[config.mk]
export PLATFORM = sky130hd
export DESIGN_NAME = receiver_framer
export DESIGN_NICKNAME = d
export VERILOG_FILES = /design/src/rtl/receiver_framer.sv
export SDC_FILE = /design/constraint.sdc
export NUM_CORES = 1
export LEC_CHECK = 0
export CAP_MARGIN = 5
export CORE_MARGIN = 5
export CORE_UTILIZATION = 35
export DETAILED_ROUTE_END_ITERATION = 16
export GPL_ROUTABILITY_DRIVEN = 1
export PLACE_DENSITY_LB_ADDON = 0.12
export REMOVE_ABC_BUFFERS = 1
export SETUP_SLACK_MARGIN = 0.3
export SKIP_CTS_REPAIR_TIMING = 1
export SLEW_MARGIN = 20
export SYNTH_ARGS = -nofsm -noshare
export SYNTH_HDL_FRONTEND = slang
export SYNTH_SLANG_ARGS = --single-unit
[constraint.sdc]
create_clock -name clk -period 11 [get_ports clk]
set_input_delay 2.2 -clock clk [delete_from_list [all_inputs] [get_ports clk]]
set_output_delay 2.2 -clock clk [all_outputs]
set_load 0.02 [all_outputs]
[src/rtl/receiver_framer.sv]
// receiver_framer: oversampling serial frame receiver with size/data/CRC-8.
// Frame on the line: start(1) size[3:0] data[size*8] crc[7:0] stop(0).
//
// Parameters:
//   SYNC_STAGES  flops in the RX synchroniser (>= 2)
// Ports:
//   clk        sole clock, rising edge
//   rst_n      asynchronous active-low reset
//   RX         serial line, idles low
//   baudrate   clock cycles per bit (0/1 behave as 2), latched at start
//   RXI        high while idle and waiting for a start bit
//   rf         one-cycle pulse: frame received, outputs updated
//   framesize  received byte count
//   framebits  received bytes, byte k at [127-8k:120-8k]
//   crcerr     received CRC differs from computed CRC (valid with rf)
//   ferr       one-cycle pulse: false start or stop bit sampled high
// Build option: define RX_CRC_CHECK_EN to compute and compare the CRC;
// without it the CRC byte is sampled and dropped and crcerr stays 0.
module receiver_framer #(
    parameter int SYNC_STAGES = 2
) (
    input  logic         clk,
    input  logic         rst_n,
    input  logic         RX,
    input  logic [7:0]   baudrate,
    output logic         RXI,
    output logic         rf,
    output logic [3:0]   framesize,
    output logic [127:0] framebits,
    output logic         crcerr,
    output logic         ferr
);

    typedef enum logic [2:0] {
        IDLE, START, SIZE, DATA, CRC, STOP
    } state_t;

    state_t state, state_nx;

    logic [SYNC_STAGES-1:0] sync;
    logic                   srx;
    logic [7:0]             b_q;
    logic [7:0]             b_eff;
    logic [7:0]             cnt;
    logic [6:0]             nbit;
    logic                   tick;
    logic                   stop_wait;
    logic [3:0]             size_sh;
    logic [3:0]             size_nx;
    logic [127:0]           data_sh;
    logic                   frame_done;
    logic                   frame_bad;
    logic                   entering_size;

    always_ff @(posedge clk or negedge rst_n) begin
        if (!rst_n) sync <= '0;
        else        sync <= {sync[SYNC_STAGES-2:0], RX};
    end

    assign srx   = sync[SYNC_STAGES-1];
    assign b_eff = (baudrate < 8'd2) ? 8'd2 : baudrate;
    assign RXI   = (state == IDLE);

    // The counter is cleared on the detect cycle, so the start bit is
    // sampled B/2 cycles after detection and every later bit B cycles on.
    always_comb begin
        if (state == START) tick = (cnt == {1'b0, b_q[7:1]} - 8'd1);
        else                tick = (cnt == b_q - 8'd1);
    end

    assign size_nx = {size_sh[2:0], srx};

    always_comb begin
        state_nx      = state;
        frame_done    = 1'b0;
        frame_bad     = 1'b0;
        entering_size = 1'b0;
        unique case (state)
            IDLE: if (srx) state_nx = START;
            START: begin
                if (tick) begin
                    if (srx) begin
                        state_nx      = SIZE;
                        entering_size = 1'b1;
                    end else begin
                        state_nx  = IDLE;
                        frame_bad = 1'b1;
                    end
                end
            end
            SIZE: begin
                if (tick && nbit == 7'd3)
                    state_nx = (size_nx == 4'd0) ? CRC : DATA;
            end
            DATA: begin
                if (tick && nbit == {size_sh, 3'b000} - 7'd1)
                    state_nx = CRC;
            end
            CRC: if (tick && nbit == 7'd7) state_nx = STOP;
            STOP: begin
                if (stop_wait) begin
                    if (!srx) state_nx = IDLE;
                end else if (tick) begin
                    if (!srx) begin
                        state_nx   = IDLE;
                        frame_done = 1'b1;
                    end else begin
                        frame_bad = 1'b1;
                    end
                end
            end
            default: state_nx = IDLE;
        endcase
    end

    always_ff @(posedge clk or negedge rst_n) begin
        if (!rst_n) state <= IDLE;
        else        state <= state_nx;
    end

    always_ff @(posedge clk or negedge rst_n) begin
        if (!rst_n) begin
            b_q       <= 8'd2;
            cnt       <= '0;
            nbit      <= '0;
            stop_wait <= 1'b0;
            size_sh   <= '0;
            data_sh   <= '0;
            rf        <= 1'b0;
            ferr      <= 1'b0;
            framesize <= '0;
            framebits <= '0;
        end else begin
            rf   <= frame_done;
            ferr <= frame_bad;
            if (state == IDLE || tick) cnt <= '0;
            else                       cnt <= cnt + 8'd1;
            if (state == IDLE && srx) b_q <= b_eff;
            if (state_nx != state) nbit <= '0;
            else if (tick)         nbit <= nbit + 7'd1;
            if (state_nx == IDLE)                 stop_wait <= 1'b0;
            else if (frame_bad && state == STOP) stop_wait <= 1'b1;
            if (entering_size) data_sh <= '0;
            if (state == SIZE && tick) size_sh <= size_nx;
            if (state == DATA && tick) data_sh[7'd127 - nbit] <= srx;
            if (frame_done) begin
                framesize <= size_sh;
                framebits <= data_sh;
            end
        end
    end

`ifdef RX_CRC_CHECK_EN
    logic [7:0] crc_q;
    logic [7:0] crc_nx;
    logic [7:0] crc_rx;
    logic       crcerr_q;

    // CRC-8, poly 0x07, MSB first over size and data bits.
    assign crc_nx = {crc_q[6:0], 1'b0} ^ ((crc_q[7] ^ srx) ? 8'h07 : 8'h00);

    always_ff @(posedge clk or negedge rst_n) begin
        if (!rst_n) begin
            crc_q    <= '0;
            crc_rx   <= '0;
            crcerr_q <= 1'b0;
        end else begin
            if (entering_size) crc_q <= '0;
            else if ((state == SIZE || state == DATA) && tick) crc_q <= crc_nx;
            if (state == CRC && tick) crc_rx <= {crc_rx[6:0], srx};
            if (frame_done) crcerr_q <= (crc_rx != crc_q);
        end
    end

    assign crcerr = crcerr_q;
`else
    assign crcerr = 1'b0;
`endif

endmodule

==> parameters.txt <==
Parameter                              Value

STA
  Share of the cycle needed by the critical path after routing    about half
  Final hold violation count    0
  Final number of max-transition violations    0
  Sum of negative setup slack    0 ns
  Smallest setup slack after layout    5.71 ns
  Post-Route Hold Slack    approximately 0.35 ns
  RSZ-0062 raised after global routing    no
  Worst clock skew on the final layout    around 0.018 ns
  Max-slew headroom    a little under a third
  Pin slew with the least headroom to its limit    just over 1 ns
  Highest achievable clock rate    around 0.19 GHz
  Final setup violation count    0
  Crit path time final    approximately 5.3 ns

Setup path
  Crit path kind    reg2reg
  Reg2reg setup slack    approximately 5.7 ns
  Reg2reg end    framesize[1]$_DFFE_PN0P_
  Critical register-to-register path startpoint    state[0]$_DFF_PN0_
  Critical path fanouts, max    71
  Critical path capture point type    flip-flop
  Worst R2R Path Depth    12
  Critical path arrival    5.68 ns
  Required arrival time at the worst endpoint    11.39 ns
  Startpoint class of the critical path    flip-flop

Power
  Clk pwr share    42.3%
  Largest voltage drop on the vdd net    about 100 µV
  Net switching power figure    slightly below 0.8 mW
  Static Leakage    ~7.9 nW
  Total internal power    roughly 2.0 mW
  Total power    about 2.8 mW
  Sw Share    between 20 and 30%
  Share of power burned in combinational logic    14.9%
  Sequential share of power    42.9%
  Power per standard cell area    about 170 nW/µm²

Layout
  Commonest non-fill, non-tap cell in the layout    sky130_fd_sc_hd__dfrtp_1
  # nets final    1245
  P&R area growth vs syn    22.3%
  Ant. Diodes    0
  Commonest cells after routing, fill and taps aside    sky130_fd_sc_hd__dfrtp_1, sky130_fd_sc_hd__mux2_2, sky130_fd_sc_hd__clkdlybuf4s50_1
  Fraction of final layout cells sized beyond drive strength 1    between 20% and 30%
  Final Non-Filler Cells    1776
  Area of combinational cells with multiple inputs    about 5800 µm²
  Total of fill cells in the finished design    ~3700
  Storage cell area    7390 µm²

Yosys
  EDFF count, synth    0
  Top_reg_cell synth    sky130_fd_sc_hd__dfrtp_1
  Portion of netlist area occupied by mux cells    roughly 22%
  Cell type with the highest aggregate area in the netlist    sky130_fd_sc_hd__dfrtp_1
  Synthesized-area fraction occupied by ao, oa, aoi and oai cells    3.48%
  Post-synthesis cell area    13700 µm²
  Post-synthesis simple-gate area fraction    roughly 15%
  Number of storage elements in the synthesis netlist    ~300
  Dominant combinational cell family by area after synthesis    multiplexers
  Count of unique library cells instantiated by Yosys    59
  Sequential cell area fraction in the yosys report    a little over half
  Synthesized-area fraction occupied by xor and xnor cells    under 10%
  Fraction of synthesized cell area taken by the top area cell type    a little over half
  Synthesized-area fraction occupied by adder cells    less than 1%
  Count of synthesis-stage warnings from yosys    0
  Synthesized instance count    between 1000 and 1500
  Synth async-reset ratio    between 90% and 100%
  Post-Syn Area per Cell    about 12 µm²
  Ranking of synthesized cells by area    sky130_fd_sc_hd__dfrtp_1, sky130_fd_sc_hd__mux2_2, sky130_fd_sc_hd__mux2_1

Global routing
  Maximum number of pins on one net before global-route repair    approximately 120
  Overflow left after global routing    0
  Via count of the first global-routing pass    slightly below 9000
  Initial antenna violation count    0
  First-pass GRT wire length    between 50000 and 60000 µm
  Overall routing resource usage    between 10% and 20%

Min path
  Startpoint of the worst hold path    sync[0]$_DFF_PN0_
  Capture endpoint of the worst hold path    sync[1]$_DFF_PN0_
  Hold depth    0
  Type of the most critical hold path    reg2reg

Clock tree
  TritonCTS clock tree    yes
  H-tree levels    2
  Worst-path clk slew    0.06 ns
  Bufs on Longest Clock Path    3
  CTS Root Buffer Type    sky130_fd_sc_hd__clkbuf_16
  Latest clock arrival within the worst-skew pair    approximately 0.52 ns
  CTS Buf Count    36
  Num Clock Sinks    295

Floorplan
  Floorplan Core Area    between 30000 and 40000 µm²
  Count of standard-cell rows    72
  Die Y    208 µm
  Die W    208 µm
  Top-Level Pins    147
  Total die area    43200 µm²
  Starting density of the core    about 35%

Place
  Port bufs    ~150
  Total half-perimeter wirelength after legalization and detailed placement    20400 µm
  Placer Congestion    ~0.76
  Worst slack at placement    5.69 ns
  Cell Count Post-Placement    between 1500 and 2000

Drt
  Vias per std cell    roughly 4.8
  Routed WL per cell    between 15 and 20 µm
  Remaining routing DRC violations    0
  DR iter-0 viols    between 300 and 400
  WL final    roughly 33000 µm
  Via count    8582
  First-pass DRT Iterations    4
  Antenna viol nets, final    0

Status
  Result of the run    finished clean

Run
  Max_cap viols    0
==> synth_stat cells, types with 4 or more instances <==
cell type / instances
sky130_fd_sc_hd__a31o_2: 14
sky130_fd_sc_hd__ha_1: 4
sky130_fd_sc_hd__nor2b_1: 5
sky130_fd_sc_hd__mux2_1: 80
sky130_fd_sc_hd__nor3_1: 21
sky130_fd_sc_hd__mux2_2: 153
sky130_fd_sc_hd__nor2_1: 22
sky130_fd_sc_hd__nor4_1: 5
sky130_fd_sc_hd__or3_1: 5
sky130_fd_sc_hd__nand2_1: 130
sky130_fd_sc_hd__and3_1: 5
sky130_fd_sc_hd__nand2b_1: 8
sky130_fd_sc_hd__a21oi_1: 5
sky130_fd_sc_hd__xnor2_1: 17
sky130_fd_sc_hd__a211oi_1: 15
sky130_fd_sc_hd__buf_2: 18
sky130_fd_sc_hd__xor2_1: 10
sky130_fd_sc_hd__mux2i_1: 6
sky130_fd_sc_hd__clkbuf_1: 39
sky130_fd_sc_hd__mux2_4: 23
sky130_fd_sc_hd__inv_1: 19
sky130_fd_sc_hd__nand3_1: 11
sky130_fd_sc_hd__and2_1: 116
sky130_fd_sc_hd__dfrtp_1: 294
sky130_fd_sc_hd__o21ai_0: 5
sky130_fd_sc_hd__buf_6: 18
sky130_fd_sc_hd__nor4_4: 8
==> critical path, cell delays in order (launching register included) <==
cell                       delay [ns]
sky130_fd_sc_hd__dfrtp_1         0.69
sky130_fd_sc_hd__or3b_1          0.58
sky130_fd_sc_hd__mux2i_1         0.29
sky130_fd_sc_hd__ha_1            0.22
sky130_fd_sc_hd__xnor2_1         0.14
sky130_fd_sc_hd__xnor2_1         0.13
sky130_fd_sc_hd__o311ai_0        0.11
sky130_fd_sc_hd__or4_1           0.41
sky130_fd_sc_hd__buf_4           0.25
sky130_fd_sc_hd__nor3b_2         0.29
sky130_fd_sc_hd__nand3_4         0.72
sky130_fd_sc_hd__buf_4           0.69
sky130_fd_sc_hd__mux2_1          0.46
==> stage by stage <==
| stage | instance area [µm²] | util [%] |
|---|---|---|
| after floorplan | 13300 | - |
| after global placement | 15500 | 40.1 |
| after detailed placement | 15500 | 40.1 |
| after CTS | 16700 | 43.2 |
| after global routing | 16800 | 43.3 |
| final | 16800 | 43.3 |
==> registers in the layout, indices dropped and copies added, names as in the netlist <==
name and count:
size_sh 4, nbit 7, b_q 8, sync 2, data_sh 128, cnt 8, framesize 4, framebits 128
rf 1, state 3, stop_wait 1, ferr 1
==> logic make-up (layout without fill, tap and decap cells) <==
family | Yosys count | after routing
buf+inv | 95 | 249
flops | 295 | 295
simple gates | 361 | 361
fa+ha+maj | 4 | 4
other cells | 1 | 1
mux | 262 | 262
xor+xnor | 27 | 27
compound gates | 59 | 59
==> how the worst max path moves through the flow <==
| stage | end | startpoint | depth (start not counted) |
|---|---|---|---|
| final | framesize[1]$_DFFE_PN0P_ | state[0]$_DFF_PN0_ | 12 |
| after global routing | framebits[124]$_DFFE_PN0P_ | state[0]$_DFF_PN0_ | 12 |
| after CTS | framebits[121]$_DFFE_PN0P_ | state[0]$_DFF_PN0_ | 12 |
| after detailed placement | framebits[124]$_DFFE_PN0P_ | state[0]$_DFF_PN0_ | 12 |
| after global placement | framebits[124]$_DFFE_PN0P_ | state[0]$_DFF_PN0_ | 12 |
| after floorplan | framebits[100]$_DFFE_PN0P_ | state[0]$_DFF_PN0_ | 10 |
==> cell type report <==
type	count	share of cell area, %
repair buffers	164	9.68
clock inverters	5	0.366
inverters	19	0.426
flip-flops and latches	295	44.1
clock buffers	61	6.73
well taps	518	3.87
multi-input cells	714	34.8
==> power groups by stage <==
stage          logic (mW)  clock network [mW]  registers, mW
6_report            0.414                1.17           1.19
5_1_grt             0.463                1.26           1.20
4_1_cts             0.418                1.22           1.19
3_5_place_dp        0.415                   0           1.21
2_1_floorplan       0.315                   0           1.19
3_3_place_gp        0.408                   0           1.21
==> layer usage <==
metal  up-vias  share of wire (%)  GRT usage, %
met5         -                  0             0
met4         0                1.6          3.08
met3        46                3.7          2.77
met2       136                 46          23.6
met1      4343                 49          22.4
li1       4057                  -             -
Power figures use the tool's default switching activity.
